--- src/rtl/uart_feeder_pkg.sv ---
// ============================================================================
//  Module      : uart_feeder_pkg
//  Description : Shared types and width helpers for the UART RX feeder.
//  Revision    : 1.0 - initial release
// ============================================================================
`default_nettype none

package uart_feeder_pkg;

    typedef enum logic [2:0] {
        ST_IDLE  = 3'd0,
        ST_START = 3'd1,
        ST_DATA  = 3'd2,
        ST_STOP  = 3'd3,
        ST_GAP   = 3'd4
    } feeder_state_t;

    localparam logic c_TXD_IDLE = 1'b1;

    function automatic int timer_width(input int clk_div);
        return (clk_div > 2) ? $clog2(clk_div) : 1;
    endfunction

    function automatic int level_width(input int depth);
        return $clog2(depth) + 1;
    endfunction

endpackage

`default_nettype wire

--- src/rtl/feeder_fifo.sv ---
// ============================================================================
//  Module      : feeder_fifo
//  Description : Single-clock first-word-fall-through byte FIFO with
//                registered full/empty flags and occupancy count.
//  Revision    : 1.0 - initial release
// ============================================================================
`default_nettype none

module feeder_fifo
    import uart_feeder_pkg::*;
#(
    parameter int DEPTH = 16
) (
    input  logic                   clk,
    input  logic                   rst,
    input  logic                   clk_ena,
    input  logic                   wr,
    input  logic [7:0]             din,
    input  logic                   rd,
    output logic [7:0]             dout,
    output logic                   full,
    output logic                   empty,
    output logic [$clog2(DEPTH):0] level
);

    localparam int AW = $clog2(DEPTH);
    localparam int LW = level_width(DEPTH);

    logic [7:0]    r_mem [DEPTH];
    logic [AW-1:0] r_wr_ptr;
    logic [AW-1:0] r_rd_ptr;
    logic [LW-1:0] r_count;
    logic          r_full;
    logic          r_empty;

    logic          w_do_wr;
    logic          w_do_rd;
    logic [LW-1:0] w_count_next;

    assign w_do_wr = clk_ena & wr & ~r_full;
    assign w_do_rd = clk_ena & rd & ~r_empty;

    always_comb begin
        w_count_next = r_count;
        case ({w_do_wr, w_do_rd})
            2'b10:   w_count_next = r_count + LW'(1);
            2'b01:   w_count_next = r_count - LW'(1);
            default: w_count_next = r_count;
        endcase
    end

    // Storage carries no reset; only the pointers define what is valid.
    always_ff @(posedge clk) begin
        if (w_do_wr) begin
            r_mem[r_wr_ptr] <= din;
        end
    end

    always_ff @(posedge clk) begin
        if (rst) begin
            r_wr_ptr <= '0;
            r_rd_ptr <= '0;
            r_count  <= '0;
            r_full   <= 1'b0;
            r_empty  <= 1'b1;
        end else begin
            if (w_do_wr) begin
                r_wr_ptr <= r_wr_ptr + AW'(1);
            end
            if (w_do_rd) begin
                r_rd_ptr <= r_rd_ptr + AW'(1);
            end
            r_count <= w_count_next;
            r_full  <= (w_count_next == LW'(DEPTH));
            r_empty <= (w_count_next == '0);
        end
    end

    assign dout  = r_mem[r_rd_ptr];
    assign full  = r_full;
    assign empty = r_empty;
    assign level = r_count;

endmodule

`default_nettype wire

--- src/rtl/uart_rx_feeder.sv ---
// ============================================================================
//  Module      : uart_rx_feeder
//  Description : Buffers parallel bytes and serialises them as 8N1/8N2 frames
//                with CTS back-pressure and a programmable inter-frame gap.
//  Revision    : 1.0 - initial release
// ============================================================================
`default_nettype none

module uart_rx_feeder
    import uart_feeder_pkg::*;
#(
    parameter int CLK_DIV    = 868,
    parameter int FIFO_DEPTH = 16,
    parameter int STOP_BITS  = 1,
    parameter int GAP_BITS   = 0
) (
    input  logic                        clk,
    input  logic                        rst,
    input  logic                        clk_ena,
    input  logic                        wr_ena,
    input  logic [7:0]                  wr_data,
    input  logic                        cts_n,
    output logic                        txd,
    output logic                        full,
    output logic                        empty,
    output logic [$clog2(FIFO_DEPTH):0] level,
    output logic                        busy,
    output logic                        overflow
);

    localparam int              TW           = timer_width(CLK_DIV);
    localparam logic [TW-1:0]   c_TIMER_LAST = TW'(CLK_DIV - 1);
    localparam logic [3:0]      c_STOP_LAST  = 4'(STOP_BITS - 1);
    localparam logic [3:0]      c_GAP_LAST   = 4'((GAP_BITS > 0) ? (GAP_BITS - 1) : 0);

    feeder_state_t r_state, w_state_next;
    logic [TW-1:0] r_timer, w_timer_next;
    logic [3:0]    r_bit_cnt, w_bit_cnt_next;
    logic [7:0]    r_shift, w_shift_next;
    logic          r_txd, w_txd_next;
    logic          r_overflow;
    logic          w_pop;
    logic          w_bit_end;
    logic [7:0]    w_fifo_dout;

    feeder_fifo #(
        .DEPTH (FIFO_DEPTH)
    ) u_fifo (
        .clk     (clk),
        .rst     (rst),
        .clk_ena (clk_ena),
        .wr      (wr_ena),
        .din     (wr_data),
        .rd      (w_pop),
        .dout    (w_fifo_dout),
        .full    (full),
        .empty   (empty),
        .level   (level)
    );

    assign w_bit_end = (r_timer == c_TIMER_LAST);

    always_comb begin
        w_state_next   = r_state;
        w_timer_next   = r_timer;
        w_bit_cnt_next = r_bit_cnt;
        w_shift_next   = r_shift;
        w_txd_next     = r_txd;
        w_pop          = 1'b0;

        if (r_state != ST_IDLE) begin
            w_timer_next = w_bit_end ? '0 : r_timer + TW'(1);
        end

        case (r_state)
            ST_IDLE: begin
                if (!empty && !cts_n) begin
                    w_pop          = 1'b1;
                    w_shift_next   = w_fifo_dout;
                    w_txd_next     = 1'b0;
                    w_timer_next   = '0;
                    w_bit_cnt_next = '0;
                    w_state_next   = ST_START;
                end
            end
            ST_START: begin
                if (w_bit_end) begin
                    w_txd_next     = r_shift[0];
                    w_bit_cnt_next = '0;
                    w_state_next   = ST_DATA;
                end
            end
            ST_DATA: begin
                if (w_bit_end) begin
                    if (r_bit_cnt == 4'd7) begin
                        w_txd_next     = c_TXD_IDLE;
                        w_bit_cnt_next = '0;
                        w_state_next   = ST_STOP;
                    end else begin
                        // Shift ahead so bit 0 always holds the bit on the line.
                        w_shift_next   = {1'b0, r_shift[7:1]};
                        w_txd_next     = r_shift[1];
                        w_bit_cnt_next = r_bit_cnt + 4'd1;
                    end
                end
            end
            ST_STOP: begin
                if (w_bit_end) begin
                    if (r_bit_cnt == c_STOP_LAST) begin
                        w_bit_cnt_next = '0;
                        w_state_next   = (GAP_BITS > 0) ? ST_GAP : ST_IDLE;
                    end else begin
                        w_bit_cnt_next = r_bit_cnt + 4'd1;
                    end
                end
            end
            ST_GAP: begin
                if (w_bit_end) begin
                    if (r_bit_cnt == c_GAP_LAST) begin
                        w_bit_cnt_next = '0;
                        w_state_next   = ST_IDLE;
                    end else begin
                        w_bit_cnt_next = r_bit_cnt + 4'd1;
                    end
                end
            end
            default: begin
                w_txd_next   = c_TXD_IDLE;
                w_state_next = ST_IDLE;
            end
        endcase
    end

    always_ff @(posedge clk) begin
        if (rst) begin
            r_state    <= ST_IDLE;
            r_timer    <= '0;
            r_bit_cnt  <= '0;
            r_shift    <= '0;
            r_txd      <= c_TXD_IDLE;
            r_overflow <= 1'b0;
        end else if (clk_ena) begin
            r_state   <= w_state_next;
            r_timer   <= w_timer_next;
            r_bit_cnt <= w_bit_cnt_next;
            r_shift   <= w_shift_next;
            r_txd     <= w_txd_next;
            if (wr_ena && full) begin
                r_overflow <= 1'b1;
            end
        end
    end

    assign txd      = r_txd;
    assign busy     = (r_state != ST_IDLE);
    assign overflow = r_overflow;

endmodule

`default_nettype wire

--- config.mk ---
export PLATFORM = sky130hd
export DESIGN_NAME = uart_rx_feeder
export DESIGN_NICKNAME = d
export VERILOG_FILES = /design/src/rtl/uart_feeder_pkg.sv /design/src/rtl/feeder_fifo.sv /design/src/rtl/uart_rx_feeder.sv
export SDC_FILE = /design/constraint.sdc
export NUM_CORES = 1
export LEC_CHECK = 0
export CAP_MARGIN = 15
export CORE_ASPECT_RATIO = 0.5
export CORE_MARGIN = 2
export CORE_UTILIZATION = 61
export CTS_CLUSTER_SIZE = 20
export DETAILED_ROUTE_END_ITERATION = 7
export GPL_ROUTABILITY_DRIVEN = 1
export PLACE_DENSITY = 0.79
export SYNTH_ARGS = -nofsm -noshare
export SYNTH_HDL_FRONTEND = slang
export SYNTH_SLANG_ARGS = --single-unit
--- constraint.sdc ---
create_clock -name clk -period 3.5 [get_ports clk]
set_input_delay 0.875 -clock clk [delete_from_list [all_inputs] [get_ports clk]]
set_output_delay 0.875 -clock clk [all_outputs]
set_load 0.005 [all_outputs]
# Word-level counts from Yosys, hierarchy flattened
# Memory sizes are Yosys's and may differ from the RTL's. A register that Yosys moved wholly into a read port is not among the register bits.
# Index checks and enable logic that the tools add are counted.
dict set report totals {
  reg_bits 42
  out_inout_bits 10
  n_memories 1
  ramBits 128
}
# memory depth word_bits rd rd_ports_with_merged_regs wr line_no
set memory_table {}
lappend memory_table {u_fifo.r_mem 16 8 1 1 1 feeder_fifo.sv:29} ;# logic [7:0] r_mem [DEPTH];
dict set report classes {
  n_eq_ne 16
  addsub 6
  n_reduce_logical 16
  bitwise_logic 7
  n_mux 34
}
# operator n
set ops {}
lappend ops {{$mux W10} 4}
lappend ops {{$mux W4} 8}
lappend ops {{$mux W8} 3}
lappend ops {{$mux W3} 6}
lappend ops {{$pmux W4 S4} 1}
lappend ops {{$pmux W8 S2} 1}
lappend ops {{$add A4 B1 Y4 const B} 3}
lappend ops {{$pmux W3 S4} 1}
lappend ops {{$add A10 B1 Y10 const B} 1}
lappend ops {{$eq A10 B10 Y1 const B} 1}
lappend ops {{$ne A2 B2 Y1 const B} 5}
lappend ops {{$pmux W5 S2} 1}
lappend ops {{$reduce_and A5 Y1} 2}
lappend ops {{$mux W1} 8}
lappend ops {{$reduce_and A7 Y1} 1}
lappend ops {{$eq A3 B2 Y1 const B} 2}
lappend ops {{$reduce_and A6 Y1} 1}
lappend ops {{$add A5 B1 Y5 const B} 1}
lappend ops {{$eq A5 B5 Y1 const B} 1}
lappend ops {{$logic_not A5 Y1} 1}
lappend ops {{$sub A5 B1 Y5 const B} 1}
lappend ops {{$and A1 B1 Y1} 4}
lappend ops {{$eq A4 B3 Y1 const B} 1}
lappend ops {{$logic_not A4 Y1} 1}
lappend ops {{15 further kinds} 20}

# Longest topological paths before layout
# Gate-level depths: netlist (run 1).
dict set report logic_depth {
  depth_word 9
  ltp_mapped 13
}

# By module
# Synthesis (run 1) repeated with hierarchy kept, for this count alone.
dict set report hier_totals {
  hier_cells 553
  hier_area_um2 7825.0
}
# mod seq_area_each_um2 area_each_um2 n_inst cells_each
set by_module_without_submodules {}
lappend by_module_without_submodules {feeder_fifo 4224.1 5940.7 1 317}
lappend by_module_without_submodules {uart_rx_feeder 520.5 1884.3 1 236}

# Worst setup path before layout (run 1)
# No wires, ideal clock.
dict set report synth_path {
  path_kind {input to register}
  from {in clk_ena}
  to {reg u_fifo.r_empty, in the netlist u_fifo.empty}
  setup_ns 0.087
  stages 10
  t_required_ns 3.413
  path_buffers 0
  slack_ns 0.513
  t_arrival_ns 2.900
  path_cell_list {nand2_1 nor3_1 ha_1 xor2_1 ha_1 a21oi_1 mux2i_1 xor2_1 o21ai_0 o31ai_1}
}
dict set report synth_via {
  elab_chain_cells 5
}
# item line_no
set synth_rtl {}
lappend synth_rtl {{from (decl)} uart_rx_feeder.sv:19} ;# input logic clk_ena,
lappend synth_rtl {{$and A1 B1 Y1 (on tied branches) (2 in series)} {feeder_fifo.sv:41, feeder_fifo.sv:40}}
lappend synth_rtl {{$eq A2 B1 Y1 / $eq A2 B2 Y1 (equally long branches)} feeder_fifo.sv:45} ;# case ({w_do_wr, w_do_rd})
lappend synth_rtl {{$pmux W5 S2 *} feeder_fifo.sv:45}
lappend synth_rtl {{$logic_not A5 Y1 *} feeder_fifo.sv:75} ;# r_empty <= (w_count_next == '0);
lappend synth_rtl {{to (signal assigned)} feeder_fifo.sv:75}
lappend synth_rtl {{to (decl)} feeder_fifo.sv:34} ;# logic r_empty;
# Every way passes the cells marked *; elsewhere a longest branch is shown, timed or not.
# A chain may end at the register's enable or synchronous reset.

# Worst setup path after layout (run 1)
dict set report layout_path {
  from {in clk_ena}
  to {reg u_fifo.r_full, in the netlist u_fifo.full}
}
dict set report layout_via {
  elab_chain_cells 5
}
# item line_no
set layout_rtl {}
lappend layout_rtl {{$and A1 B1 Y1 (on tied branches) (2 in series)} {feeder_fifo.sv:41, feeder_fifo.sv:40}}
lappend layout_rtl {{$eq A2 B1 Y1 / $eq A2 B2 Y1 (equally long branches)} feeder_fifo.sv:45}
lappend layout_rtl {{$pmux W5 S2 *} feeder_fifo.sv:45}
lappend layout_rtl {{$eq A5 B5 Y1 *} feeder_fifo.sv:74} ;# r_full <= (w_count_next == LW'(DEPTH));
lappend layout_rtl {{to (signal assigned)} feeder_fifo.sv:74}
lappend layout_rtl {{to (decl)} feeder_fifo.sv:33} ;# logic r_full;
# Marks and branches as above.

==> metrics.txt, run 1 <==
status=finished, final reports clean; leak pwr=between 2 and 3 nW; met3 routed WL=905 um; Non-Filler Instances=715; highest routed layer=met4; nets=between 500 and 600; Finish-stage setup viols=0; DRC=0; clk_skew=approximately 0.012 ns; Place WS=around 0.19 ns; setup TNS=0 ns; commonest non-fill, non-tap cell in the layout=edfxtp_1; FP Rows=28; wire length on met2=slightly above 7000 um; Die Wd=roughly 160 um; # resized after CTS=0; via count=4329; GR Overflow Total=0; PD cells=about 530 nW/um2; wl on met1=~6300 um; Fmax=between 0.3 and 0.4 GHz; most frequent cells in the layout=edfxtp_1, nor2_1, dfxtp_1; H-tree Lvls=4; HP Class=reg -> reg; DIE AREA=~13000 um2; Die Y=80.9 um; Final Hold Vio Count=0; Syn Area/Cell=approximately 15 um2; fill cell count=approximately 720; hold buffer count at CTS=0; CTS tree=yes; Primary FF master, synth=edfxtp_1; all-layer global routing usage=about 25%; Worst Tran Pin Value=0.659 ns; Num Clock Sinks=173; core area=~12000 um2; total CTS buffers=17; Arr. time, crit path=~3.2 ns; worst-path fanout max=3; CP required=approximately 3.8 ns; CTS Buffer Depth=2; Post-DP HPWL=approximately 9100 um; EDFF count, synth=around 130; antenna viol nets, final=0; wire length of the first global-routing pass=approximately 23000 um; Initial Util=approximately three fifths; post-DR vias/cell=6.05; Inst Count DP=approximately 680; root buffer cell=clkbuf_16; 1st-iter DRT viols=305; WS Path Type=in -> reg; placed cell area=7740 um2; mapped cell area=~7000 um2; Inserted Diodes=0; clk_lat worst skew=~0.43 ns; FF+latch area=approximately 4700 um2; area growth from synthesis to layout=15.6%; layout cells sized above 1=17.8%; synthesis warning total=0; Worst setup SP type=input pin; Post-Route WL=about 14000 um; Tcrit/Tclk final=between 80% and 90%; min cycle time layout=between 2 and 3 ns; maxcap violations=0; IO Pins=23; first drt pass iteration count=5; clock-pin slew on the worst setup and hold paths=roughly 0.070 ns; register area share after synthesis=between 60% and 70%; Synth cell types=50; unrepaired setup endpoints after global routing=false; cell count after synthesis=roughly 500; Setup WS post-layout=between 0.6 and 0.7 ns; port bufs=22; Crit. End Element=flop; Avg WL per Cell=between 20 and 25 um; Relative slew margins=between 50% and 60%; Finished Cell Area=roughly 8300 um2; Async SR Flop Fraction=0%; initial antenna violation count=0; Post-CTS Setup Inserts=0; peak supply drop=between 0.0003 and 0.0004 V; largest net degree at the start of global routing=30; net count after synthesis=approximately 520; Finished Core Util=a little over 70%; multi-input logic area=2320 um2; Placer Congestion=about 0.76; vias in the first global route=4207; Slew Limit Fails=0; #FFs+latches synth=~170
[Yosys cell counts (5+ instances only)]
cell type | n | share of area [%]
edfxtp_1 | 128 | 53
nor2_1 | 49 | 2.5
dfxtp_1 | 45 | 12
mux4_2 | 32 | 10
a21oi_1 | 31 | 2.2
o21ai_0 | 20 | 1.4
nand2_1 | 17 | 0.88
clkbuf_1 | 16 | 0.83
ha_1 | 15 | 2.6
a22oi_1 | 14 | 1.5
nor3_1 | 13 | 0.90
inv_1 | 12 | 0.62
mux2i_1 | 9 | 1.2
xor2_1 | 9 | 1.1
nor3b_1 | 7 | 0.73
buf_2 | 6 | 0.42
nor2b_1 | 6 | 0.52
nand3_1 | 5 | 0.35
[cells by family (layout without fill, tap and decap cells)]
group / Yosys count / in the layout / share of synthesized area, %
flops: 173 / 173 / 65.8
simple gates: 130 / 130 / 9.52
fa+ha+maj: 15 / 15 / 2.60
compound gates: 85 / 85 / 7.29
mux: 41 / 41 / 11.2
xor+xnor: 13 / 13 / 1.58
buf+inv: 36 / 93 / 1.99
[final cells by class]
cell class	instances	share of cell area [%]
tap	165	2.48
inverter	12	0.540
timing repair buffer	49	5.07
clock buffer	18	5.15
sequential	173	56.9
clock inverter	14	1.98
multi-input combinational	284	27.9
[critical path, cell delays in order]
cell	delay [ns]
clkdlybuf4s50_1	0.50
nand2_1	0.06
nor2_1	0.13
inv_1	0.08
ha_1	0.23
xor2_1	0.17
ha_1	0.22
a21oi_1	0.15
mux2i_1	0.23
xor2_1	0.18
o21ai_0	0.15
nor4_1	0.23
[flip-flops by register name, indices dropped and copies added, names as in the netlist, 2 cells and up, named ones only]
name	cells
u_fifo.r_mem	128
u_fifo.r_rd_ptr	4
r_bit_cnt	4
r_timer	10
u_fifo.r_wr_ptr	4
r_state	2
r_shift	8
u_fifo.level	5
[routing by layer]
layer | vias up | global-route usage (%)
li1 | 1983 | -
met1 | 2157 | 34.1
met2 | 170 | 39.9
met3 | 19 | 5.23
met4 | 0 | 8.91
met5 | - | 0
[report_power, final]
part	internal (W)	switching, W	total (W)
Combinational	0.000121	0.000144	0.000265
Sequential	0.00223	0.0000302	0.00226
Clock	0.00102	0.000868	0.00189
[final timing paths]
path,cells after the start,from,slack [ns],end
max reg2reg,12,r_state[0],0.99,u_fifo.full
min reg2reg,2,r_bit_cnt[0],0.49,r_bit_cnt[0]
min,2,r_bit_cnt[0],0.49,r_bit_cnt[0]
max,12,clk_ena,0.63,u_fifo.full
[per-stage QoR]
stage,hold WS [ns],total power (W)
after floorplan,0.444,0.00246
after global placement,0.454,0.00256
after detailed placement,0.485,0.00257
after CTS,0.495,0.00444
after global routing,0.521,0.00455
final,0.492,0.00442
Note: power is estimated with default switching activity, not from simulation.
==> run 2: changes to the inputs <==
==> constraint.sdc (replaced) <==
create_clock -name clk -period 2.9 [get_ports clk]
set_input_delay 0.725 -clock clk [delete_from_list [all_inputs] [get_ports clk]]
set_output_delay 0.725 -clock clk [all_outputs]
set_load 0.005 [all_outputs]
==> metrics.txt, run 2 (synthesized netlist as in run 1, its figures left out) <==
Avg WL per Cell=19.7 um (-2.8%); root buffer cell=clkbuf_16; most frequent cells in the layout=edfxtp_1, nor2_1, dfxtp_1; antenna viol nets, final=0 (unchanged); nets=572 (+1.2%); Top Registers=u_fifo.r_mem (128), r_timer (10), r_shift (8); FP Rows=28 (unchanged); Arr. time, crit path=3.06 ns (-0.16 ns); hold slack=0.485 ns (-0.00700 ns); Worst Tran Pin Value=0.651 ns (-0.00885 ns); first drt pass iteration count=5 (unchanged); wire length of the first global-routing pass=22600 um (-0.33%); DIE AREA=12800 um2 (unchanged); Placer Congestion=0.806 (+5.5%); area growth from synthesis to layout=16.3%; CP required=3.24 ns (-0.60 ns); post-DR vias/cell=5.99 (-1.0%); Die Wd=158 um (unchanged); min-delay src=r_bit_cnt[0]; vias in the first global route=4223 (+0.38%); IO Pins=23 (unchanged); Post-DP HPWL=8870 um (-2.2%); Worst setup SP type=input pin; fill cell count=728 (+1.7%); clk_skew=0.0125 ns (+0.000370 ns); PD cells=624 nW/um2 (+18%); core area=11700 um2 (unchanged); via count=4321 (-0.18%); port bufs=22 (unchanged); Fmax=0.369 GHz; CTS Buffer Depth=2 (unchanged); clk_lat worst skew=0.43 ns (about the same); Post-Route WL=14200 um (-2.0%); H-tree Lvls=4 (unchanged); min cycle time layout=2.71 ns; Slew Limit Fails=0 (unchanged); DRC=0 (unchanged); 1st-iter DRT viols=454 (+49%); Die Y=80.9 um (unchanged); total CTS buffers=17 (unchanged); all-layer global routing usage=24.4% (-0.35 points); leak pwr=2.81 nW (+0.83%); setup TNS=0 ns (unchanged); clock-pin slew on the worst setup and hold paths=0.07 ns (about the same); Tcrit/Tclk final=between 90% and 100%; largest net degree at the start of global routing=34 (+13%); Crit. End Element=flop; GR Overflow Total=0 (unchanged); Initial Util=61.8% (unchanged); HP Class=reg -> reg; Final Hold Vio Count=0 (unchanged); peak supply drop=0.000338 V (+8.7%); WS Path Type=in -> reg; Num Clock Sinks=173 (unchanged); Relative slew margins=56.4% (+0.59 points); CTS tree=yes; most flop-heavy register=u_fifo.r_mem; max reg flops=128 (unchanged); Finish-stage setup viols=0 (unchanged); worst-path fanout max=3 (unchanged); status=finished, final reports clean; Post-CTS Setup Inserts=0 (unchanged); maxcap violations=0 (unchanged); RR Startpoint=r_state[0]; commonest non-fill, non-tap cell in the layout=edfxtp_1; layout cells sized above 1=19.2% (+1.4 points); Inserted Diodes=0 (unchanged); initial antenna violation count=0 (unchanged); CP startpoint=clk_ena
==> run 2: cell types whose count changed in the layout (fill, tap and decap cells not counted), sizes merged <==
| cell | change |
|---|---|
| inv | -1 |
| clkbuf | -1 |
| clkinv | +1 |
| clkinvlp | +1 |
| bufinv | -1 |
| buf | +7 |
==> run 2: report_power, final <==
part	leakage [nW]	switching (W)	internal [W]	total, W
registers	1.52	0.0000307	0.00269	0.00272
clock network	0.275	0.00103	0.00114	0.00217
logic	1.02	0.000183	0.000156	0.000339
total	2.81	0.00125	0.00399	0.00524
==> run 2: path summary, 6_finish.rpt <==
path                       end  slack, ns  depth (start not counted)
hold / removal    r_bit_cnt[0]       0.48                          2
setup reg to reg   u_fifo.full       0.45                         13
hold reg to reg   r_bit_cnt[0]       0.48                          2
setup / recovery   u_fifo.full       0.19                         13
==> run 2: routing by layer <==
layer / vias up / global-route usage, % / wire length [um]
li1: 1998 / - / -
met1: 2158 / 33.5 / 6220
met2: 147 / 40.0 / 6970
met3: 18 / 4.22 / 835
met4: 0 / 9.18 / 190
met5: - / 0 / 0
==> run 2: what timing repair did <==
action	4_1_cts	5_1_grt
hold buffers	0	0
hold endpoints to repair	0	0
endpoints found under the setup margin	0	2
gates resized for setup	0	3
==> run 2: per-stage QoR <==
step | std cells | utilization, % | setup WS, ns | power [W] | instance area, um2
after global routing | 721 | 71.9 | -0.00356 | 0.00540 | 8390
after CTS | 721 | 71.9 | 0.161 | 0.00526 | 8380
after detailed placement | 690 | 66.9 | -0.269 | 0.00311 | 7810
final | 721 | 71.9 | 0.187 | 0.00524 | 8390
after global placement | 690 | 66.9 | -0.235 | 0.00310 | 7810
after floorplan | 493 | - | 0.00214 | 0.00297 | 7210
==> run 2: final cells by class <==
cell class | count | area (um2) | area share [%]
timing repair buffer | 56 | 488 | 5.82
inverter | 12 | 45.0 | 0.537
tap | 165 | 206 | 2.46
sequential | 173 | 4750 | 56.6
multi-input combinational | 284 | 2330 | 27.8
clock inverter | 14 | 148 | 1.76
clock buffer | 17 | 425 | 5.07
==> run 2: worst max-delay path, cell delays in order <==
cell             delay (ns)
clkdlybuf4s50_1        0.51
nand2_1                0.09
nor2_2                 0.12
inv_1                  0.07
ha_1                   0.23
xor2_1                 0.17
ha_1                   0.23
nor3_1                 0.15
o21ai_0                0.10
o31ai_1                0.21
buf_4                  0.16
xnor2_1                0.08
nor4_1                 0.21
